===== src/rtl/wb_output_arbiter_pkg.sv =====
// Shared definitions for the writeback output arbiter: source encodings
// (shared with the control decoder) and the output-slot FSM states.
package wb_output_arbiter_pkg;

  localparam logic [1:0] SRC_NONE = 2'b00;
  localparam logic [1:0] SRC_ALU  = 2'b01;
  localparam logic [1:0] SRC_MEM  = 2'b10;

  typedef enum logic {
    ST_EMPTY = 1'b0,
    ST_FULL  = 1'b1
  } slot_state_e;

endpackage


===== src/rtl/wb_starve_ctr.sv =====
// Saturating count of consecutive arbitration losses by a waiting ALU request.
// Counts up to LIMIT and holds there until cleared.
module wb_starve_ctr #(
  parameter int LIMIT = 4
) (
  input  logic       clk,
  input  logic       reset,
  input  logic       i_inc,
  input  logic       i_clr,
  output logic [3:0] o_cnt,
  output logic       o_at_limit
);

  localparam logic [3:0] LIM = 4'(LIMIT);

  logic [3:0] r_cnt;

  always_ff @(posedge clk) begin
    if (reset || i_clr) begin
      r_cnt <= 4'd0;
    end else if (i_inc && (r_cnt < LIM)) begin
      r_cnt <= r_cnt + 4'd1;
    end
  end

  assign o_cnt      = r_cnt;
  assign o_at_limit = (r_cnt >= LIM);

endmodule


===== src/rtl/wb_output_arbiter.sv =====
// Arbitrates ALU results and load data onto the single writeback port through
// a one-beat registered slot; memory wins ties unless the ALU has starved.
module wb_output_arbiter
  import wb_output_arbiter_pkg::*;
#(
  parameter int DATA_W     = 32,
  parameter int REG_AW     = 5,
  parameter int STARVE_MAX = 4
) (
  input  logic              clk,
  input  logic              reset,
  input  logic              alu_valid,
  output logic              alu_ready,
  input  logic [DATA_W-1:0] alu_data,
  input  logic [REG_AW-1:0] alu_rd,
  input  logic              mem_valid,
  output logic              mem_ready,
  input  logic [DATA_W-1:0] mem_data,
  input  logic [REG_AW-1:0] mem_rd,
  output logic              out_valid,
  input  logic              out_ready,
  output logic [DATA_W-1:0] out_data,
  output logic [REG_AW-1:0] out_rd,
  output logic [1:0]        out_src,
  output logic [3:0]        starve_cnt
);

  // Handshake: a transfer happens on a rising edge where valid and ready are
  // both 1; ready here is combinational from valid, slot state, out_ready and
  // the starvation count, and never depends on ready being seen first.

  slot_state_e       r_state;
  slot_state_e       w_state_nxt;
  logic [DATA_W-1:0] r_data;
  logic [REG_AW-1:0] r_rd;
  logic [1:0]        r_src;

  logic w_slot_free;
  logic w_alu_req;
  logic w_mem_req;
  logic w_alu_drop;
  logic w_mem_drop;
  logic w_grant_alu;
  logic w_grant_mem;
  logic w_at_limit;
  logic w_starve_inc;
  logic w_starve_clr;

  wb_starve_ctr #(
    .LIMIT(STARVE_MAX)
  ) u_starve_ctr (
    .clk        (clk),
    .reset      (reset),
    .i_inc      (w_starve_inc),
    .i_clr      (w_starve_clr),
    .o_cnt      (starve_cnt),
    .o_at_limit (w_at_limit)
  );

  always_ff @(posedge clk) begin
    if (reset) begin
      r_state <= ST_EMPTY;
    end else begin
      r_state <= w_state_nxt;
    end
  end

  always_comb begin
    w_alu_drop   = alu_valid && (alu_rd == '0);
    w_mem_drop   = mem_valid && (mem_rd == '0);
    w_alu_req    = alu_valid && (alu_rd != '0);
    w_mem_req    = mem_valid && (mem_rd != '0);
    w_slot_free  = (r_state == ST_EMPTY) || out_ready;
    w_grant_alu  = 1'b0;
    w_grant_mem  = 1'b0;
    w_state_nxt  = r_state;

    if (!reset && w_slot_free) begin
      if (w_alu_req && w_mem_req) begin
        w_grant_alu = w_at_limit;
        w_grant_mem = !w_at_limit;
      end else begin
        w_grant_alu = w_alu_req;
        w_grant_mem = w_mem_req;
      end
    end

    // Writes to x0 are swallowed without ever occupying the slot.
    alu_ready    = !reset && (w_alu_drop || w_grant_alu);
    mem_ready    = !reset && (w_mem_drop || w_grant_mem);
    w_starve_clr = w_alu_drop || w_grant_alu;
    w_starve_inc = w_grant_mem && w_alu_req;

    if (w_grant_alu || w_grant_mem) begin
      w_state_nxt = ST_FULL;
    end else if ((r_state == ST_FULL) && out_ready) begin
      w_state_nxt = ST_EMPTY;
    end
  end

  // Payload registers keep the last beat while EMPTY; only reset zeroes them.
  always_ff @(posedge clk) begin
    if (reset) begin
      r_data <= '0;
      r_rd   <= '0;
      r_src  <= SRC_NONE;
    end else if (w_grant_alu) begin
      r_data <= alu_data;
      r_rd   <= alu_rd;
      r_src  <= SRC_ALU;
    end else if (w_grant_mem) begin
      r_data <= mem_data;
      r_rd   <= mem_rd;
      r_src  <= SRC_MEM;
    end
  end

  assign out_valid = (r_state == ST_FULL);
  assign out_data  = r_data;
  assign out_rd    = r_rd;
  assign out_src   = r_src;

endmodule


===== config.mk =====
export PLATFORM = sky130hd
export DESIGN_NAME = wb_output_arbiter
export DESIGN_NICKNAME = d
export VERILOG_FILES = /design/src/rtl/wb_output_arbiter_pkg.sv /design/src/rtl/wb_starve_ctr.sv /design/src/rtl/wb_output_arbiter.sv
export SDC_FILE = /design/constraint.sdc
export NUM_CORES = 1
export LEC_CHECK = 0
export CAP_MARGIN = 10
export CORE_MARGIN = 2
export CORE_UTILIZATION = 40
export CTS_CLUSTER_SIZE = 24
export DETAILED_ROUTE_END_ITERATION = 6
export GPL_ROUTABILITY_DRIVEN = 0
export GPL_TIMING_DRIVEN = 0
export PLACE_DENSITY = 0.86
export SLEW_MARGIN = 20
export SYNTH_ARGS = -nofsm -noshare
export SYNTH_HDL_FRONTEND = slang
export SYNTH_SLANG_ARGS = --single-unit

===== constraint.sdc =====
create_clock -name clk -period 2.4 [get_ports clk]
set_clock_uncertainty 0.1 [all_clocks]
set_input_delay 0.36 -clock clk [delete_from_list [all_inputs] [get_ports clk]]
set_output_delay 0.36 -clock clk [all_outputs]
set_load 0.05 [all_outputs]

==> out/metrics.yaml, run 1 <==
run_status:
  status: "completed"
finish:
  drive_above_1_share_pct: 11.88
  syn_to_final_growth_pct: 64.18
  nets: 500
  post-route-cell-area_mm2: 0.004129
  diodes: 0
synth:
  ys_ff_latch: 44
  synth_largest_area_cell: "dfxtp_1"
  synth_seq_area_share_pct: 35.02
  netlist_instances: 284
  async_flop_share_pct: 0
  synth_fp_nets: 364
  synth.top_cells.by_area: "dfxtp_1, a221oi_1, a311oi_1"
  netlist_top_cells_count: "clkbuf_1, dfxtp_1, o31ai_1"
  yosysMostFrequentCell: "clkbuf_1"
  synth_top_area_share_pct: 35.02
  yosysUniqueCellTypes: 32
  synth.cell_area_mm2: 0.002515
  ys_warn_count: 0
  synth_edf_count: 0
  synth-main-ff-cell: "dfxtp_1"
  avgSynthCellArea_um2: 8.855
floorplan:
  io_pins: 125
  rows: 28
  die_area_mm2: 0.006937
  die_x_um: 83.29
  initial_utilization_pct: 41.98
  dieHeight_um: 83.29
  core_mm2: 0.005991
power:
  finalPower_w: 0.002303
  ir_drop_v: 0.0003216
  p_leak_nw: 1.341
  powerDensity_mw_per_mm2: 557.7
timing:
  setup_ws_ns: 0.07587
  max_freq_mhz: 430.3
  fin_crit_ns: 2.324
  finalCritPeriodShare_pct: 96.84
  setup_viol_count_final: 0
  worstMarginPinSlew_ns: 0.6922
  finalMaxSlewViolations: 0
  slew_headroom_pct: 53.12
  hold_viol_final: 0
  rsz0062_at_grt: "false"
global_route:
  grt_pass1_vias: 3063
  track_usage_pct: 26.77
  grt_pass1_wl_mm: 15.17
  grt_max_degree: 15
  grt_overflow_total: 0
  antenna_found_initial: 0
clock_tree:
  numCtsBuffers: 5
  htree_levels: 2
  cts_root_buf: "clkbuf_8"
  cts_tree: "done"
  holdBufCountCts: 0
  cts_buffer_depth: 2
  cts.reportedPaths.clkPinSlew_ns: 0.08
  clkSinkCount: 44
  clock_latency_ns: 0.31
route:
  first_pass_iters: 5
  drtAntennaViolNets: 0
  drt_iter0_markers: 342
  wl_mm: 9.633
  viasPerCell: 6.494
  drt-wirelength-per-cell_um: 19.42
  drc: 0
  vias: 3221
critical_path:
  critPathKind: "in -> out"
  cp_data_required_time_ns: 1.94
  cp_data_arrival_time_ns: 1.86
  path_max_fanout: 10
  worst_setup_path_end_kind: "primary output"
  start_kind: "input port"
worst_hold_path:
  hp-class: "in -> reg"
placed_design:
  hpwl_mm: 6.787
  pre_cts_ws_ns: -1.336
  portBuffers: 123
  placed_area_mm2: 0.003865
job:
  maxCapViolations: 0
-- sequential cells by signal, summed over array words and instances (netlist names) --
| register | flops |
|---|---|
| out_data | 32 |
| out_src | 2 |
| out_valid | 1 |
| out_rd | 5 |
| u_starve_ctr.o_cnt | 4 |
-- through the flow --
stage | cells | hold WS, ns | utilization [%] | setup TNS (ns)
after detailed placement | 482 | 0.3400 | 64.52 | -17.54
after CTS | 495 | 0.3471 | 68.44 | -0.004407
after global placement | 482 | 0.3394 | 64.52 | -15.82
after floorplan | 284 | 0.4404 | - | 0
after global routing | 496 | 0.2490 | 68.92 | 0
final | 496 | 0.2484 | 68.92 | 0
-- layout make-up --
class	instances	area (um^2)
buffer	50	270.3
clock buffer	5	68.82
clock inverter	3	42.54
fill	472	1862
inverter	4	15.01
multi-input combinational	184	1485
sequential	44	880.8
tap	75	93.84
timing repair buffer	131	1272
-- metal layers --
metal  share of wire, %  GRT usage [%]
met1                 39          31.55
met2                 49          45.23
met3                 10          8.748
met4                1.5          9.836
met5                  0              0
-- report_power, final --
| part | leakage [nW] | internal [W] | switching (W) |
|---|---|---|---|
| clock network | 0.0541 | 0.000308 | 0.000270 |
| registers | 0.364 | 0.000796 | 0.0000391 |
| logic | 0.923 | 0.000363 | 0.000527 |
-- cell usage in the layout (no fill, tap or decap), types with 2 or more instances in the layout --
| cell type | netlist | final |
|---|---|---|
| buf_4 | 0 | 9 |
| dfxtp_1 | 44 | 44 |
| clkbuf_8 | 0 | 9 |
| inv_1 | 4 | 4 |
| a21oi_4 | 0 | 2 |
| clkdlybuf4s50_1 | 0 | 113 |
| buf_6 | 3 | 5 |
| a21oi_1 | 6 | 4 |
| dlygate4sd2_1 | 0 | 3 |
| a221oi_1 | 37 | 37 |
| nand4_1 | 38 | 38 |
| clkbuf_4 | 0 | 3 |
| nor2_1 | 4 | 3 |
| a311oi_1 | 37 | 33 |
| clkbuf_2 | 0 | 7 |
| a311oi_2 | 0 | 4 |
| clkbuf_1 | 47 | 35 |
| o31ai_1 | 39 | 39 |
-- worst paths after layout --
| kind | from | endpoint | slack [ns] | depth (start not counted) |
|---|---|---|---|---|
| setup / recovery | alu_rd[2] | alu_ready | 0.08 | 8 |
| hold / removal | mem_rd[3] | out_rd[3]$_SDFFE_PP0P_ | 0.25 | 3 |
| setup reg to reg | u_starve_ctr.o_cnt[3]$_SDFFE_PP0P_ | u_starve_ctr.o_cnt[0]$_SDFFE_PP0P_ | 0.19 | 8 |
| hold reg to reg | u_starve_ctr.o_cnt[3]$_SDFFE_PP0P_ | u_starve_ctr.o_cnt[3]$_SDFFE_PP0P_ | 0.35 | 2 |
-- critical path, stage by stage --
cell	delay, ns
clkdlybuf4s50_1	0.53
nor4_4	0.06
a21boi_2	0.17
clkbuf_8	0.15
clkbuf_8	0.16
nand3_4	0.09
a21oi_4	0.16
buf_6	0.17
-- logic make-up after synthesis --
group | Yosys count | share of synthesized area, %
AOI/OAI and AO/OA | 131 | 42.49
DFF | 44 | 35.02
buffers and inverters | 56 | 9.353
adders and majority gates | 1 | 0.4974
and+or+nand+nor | 52 | 12.64
-- what timing repair did --
action / in CTS / in global routing
endpoints found under the setup margin: 31 / 34
setup buffers: 7 / 1
pin swaps: 6 / 7
cloned: 0 / 0
endpoints found under the hold margin: 0 / 0
resized for setup: 48 / 20
Power figures use the tool's default switching activity.
==> run 2: changes to the inputs <==
CELL_PAD_IN_SITES_DETAIL_PLACEMENT = 0   (was default)
CELL_PAD_IN_SITES_GLOBAL_PLACEMENT = 1   (was default)
CORE_UTILIZATION = 29   (was 40)
PLACE_DENSITY = 0.87   (was 0.86)
clock period = 2.5 ns   (was 2.4 ns; I/O delays follow)
==> out/metrics.yaml, run 2 (same netlist as run 1, synthesis figures left out) <==
critical_path:
  path_max_fanout: 3  # was 10
  r2r_slack_ns: 0.29  # was 0.19 ns
  worst_setup_path_end_kind: "primary output"  # unchanged
  critPathKind: "in -> out"  # unchanged
  ff2ff_path_depth: 6  # was 8
  r2r_start: "out_valid$_SDFFE_PP0P_"  # was u_starve_ctr.o_cnt[3]$_SDFFE_PP0P_
  crit_end: "alu_ready"  # unchanged
  start_kind: "input port"  # unchanged
  r2r_end: "out_data[24]$_SDFFE_PP0P_"  # was u_starve_ctr.o_cnt[0]$_SDFFE_PP0P_
  cp_data_arrival_time_ns: 1.97  # was 1.86 ns
  crit_start: "mem_rd[1]"  # was alu_rd[2]
  cp_data_required_time_ns: 2.03  # was 1.94 ns
route:
  top_layer_used: "met4"  # unchanged
  vias: 3141  # was 3221
  met3_length_um: 863  # was 976 um
  routed-wl-met2_mm: 4.826  # was 4.729 mm
  drtAntennaViolNets: 0  # unchanged
  drc: 0  # unchanged
  first_pass_iters: 4  # was 5
  viasPerCell: 5.983  # was 6.494
  met1_length_mm: 4.336  # was 3.777 mm
  wl_mm: 10.12  # was 9.633 mm
  drt-wirelength-per-cell_um: 19.27  # was 19.42 um
  drt_iter0_markers: 163  # was 342
timing:
  finalMaxSlewViolations: 0  # unchanged
  worstMarginPinSlew_ns: 0.5823  # was 0.6922 ns
  setup_ws_ns: 0.05059  # was 0.07587 ns
  setup_viol_count_final: 0  # unchanged
  rsz0062_at_grt: "true"  # was false
  slew_headroom_pct: 60.56  # was 53.12%
  hold_viol_final: 0  # unchanged
  max_freq_mhz: 408.3
  fin_crit_ns: 2.449
  finalCritPeriodShare_pct: 97.98
clock_tree:
  clkSinkCount: 44  # unchanged
  clock_latency_ns: 0.30  # was 0.31 ns
  cts_root_buf: "clkbuf_8"  # unchanged
  htree_levels: 2  # unchanged
  cts_buffer_depth: 2  # unchanged
  cts_tree: "done"  # unchanged
  numCtsBuffers: 5  # unchanged
  cts.reportedPaths.clkPinSlew_ns: 0.09  # was 0.08 ns
  holdBufCountCts: 0  # unchanged
worst_hold_path:
  hold_depth: 2  # was 3
  hp-class: "reg -> reg"  # was in -> reg
job:
  maxCapViolations: 0  # unchanged
run_status:
  status: "completed"  # unchanged
floorplan:
  rows: 33  # was 28
  dieHeight_um: 97.13  # was 83.29 um
  core_mm2: 0.008299  # was 0.005991 mm^2
  die_x_um: 97.13  # was 83.29 um
  die_area_mm2: 0.009433  # was 0.006937 mm^2
  io_pins: 125  # unchanged
  initial_utilization_pct: 30.30  # was 41.98%
power:
  powerDensity_mw_per_mm2: 531.6  # was 557.7 mW/mm^2
  p_leak_nw: 1.341  # about the same
  ir_drop_v: 0.0002244  # was 0.0003216 V
placed_design:
  hpwl_mm: 7.232  # was 6.787 mm
  portBuffers: 123  # unchanged
  placed_cells: 512  # was 482
  pre_cts_ws_ns: -1.436  # was -1.336 ns
finish:
  largest_reg_flops: 32  # unchanged
  layout.cells.non_filler: 525  # was 496
  final_common_cell: "clkdlybuf4s50_1"  # unchanged
  fill_cells: 841  # was 472
  final_cell_mix: "clkdlybuf4s50_1, dfxtp_1, o31ai_1"  # unchanged
  syn_to_final_growth_pct: 64.68  # was 64.18%
  drive_above_1_share_pct: 9.308  # was 11.88%
  nets: 498  # was 500
global_route:
  antenna_found_initial: 1  # was 0
  track_usage_pct: 21.11  # was 26.77%
  grt_pass1_vias: 3168  # was 3063
  grt_overflow_total: 0  # unchanged
  grt_pass1_wl_mm: 16.44  # was 15.17 mm
  grt_max_degree: 14  # was 15
run 2: cell count changes in the layout (fill, tap and decap cells not counted), sizes merged:
cell / before / now
buf: 15 / 16
clkbuf: 54 / 48
clkdlybuf4s15: 0 / 3
clkinvlp: 1 / 0
diode: 0 / 1
dlygate4sd2: 3 / 2
dlymetal6s2s: 1 / 3
run 2: layer usage:
metal  global-route usage, %  up-vias
met5                       0        -
met4                   5.092        0
met3                   4.388        7
met2                   34.56      151
met1                   28.53     1490
li1                        -     1493
run 2: worst min-delay path by stage:
stage	slack, ns	endpoint	start
finish	0.35	u_starve_ctr.o_cnt[3]$_SDFFE_PP0P_	u_starve_ctr.o_cnt[3]$_SDFFE_PP0P_
global route	0.37	out_rd[3]$_SDFFE_PP0P_	alu_rd[3]
CTS	0.36	u_starve_ctr.o_cnt[3]$_SDFFE_PP0P_	u_starve_ctr.o_cnt[3]$_SDFFE_PP0P_
detailed placement	0.34	u_starve_ctr.o_cnt[3]$_SDFFE_PP0P_	u_starve_ctr.o_cnt[3]$_SDFFE_PP0P_
global placement	0.34	u_starve_ctr.o_cnt[3]$_SDFFE_PP0P_	u_starve_ctr.o_cnt[3]$_SDFFE_PP0P_
floorplan	0.46	out_data[0]$_SDFFE_PP0P_	mem_data[0]
run 2: critical path: stages:
cell             delay, ns
clkdlybuf4s15_2       0.20
or4_4                 0.55
o211ai_1              0.26
buf_4                 0.18
nand3_4               0.07
a21oi_4               0.16
buf_6                 0.17
run 2: stage by stage:
step           setup TNS (ns)  instance area [um^2]  utilization [%]  power, W  hold WS (ns)
2_1_floorplan               0                  2537                -  0.001299        0.4554
4_1_cts                     0                  4120            49.65  0.002200        0.3559
3_5_place_dp           -16.19                  3900            46.99  0.001638        0.3426
5_1_grt              -0.04175                  4141            49.90  0.002296        0.3746
3_3_place_gp           -14.13                  3900            46.99  0.001631        0.3388
6_report                    0                  4141            49.90  0.002202        0.3527
run 2: power by group:
group	switching (W)	internal, W
Combinational	0.000502	0.000344
Sequential	0.0000369	0.000764
Clock	0.000258	0.000297
Total	0.000796	0.00141
run 2: layout make-up:
class | count | area, um^2 | share of cell area, %
Antenna cell | 1 | 2.502 | 0.06042
Buffer | 50 | 259.0 | 6.254
Clock buffer | 6 | 72.57 | 1.752
Clock inverter | 2 | 35.03 | 0.8459
Inverter | 4 | 15.01 | 0.3625
Multi-Input combinational cell | 184 | 1460 | 35.26
Sequential cell | 44 | 880.8 | 21.27
Tap cell | 105 | 131.4 | 3.172
Timing Repair Buffer | 129 | 1285 | 31.03
run 2: timing repair:
action                     in CTS  in global routing
gates cloned                    0                  0
setup buffers                   5                  1
resized for setup              46                 13
setup endpoints to repair      20                 24
pin swaps                       5                  3
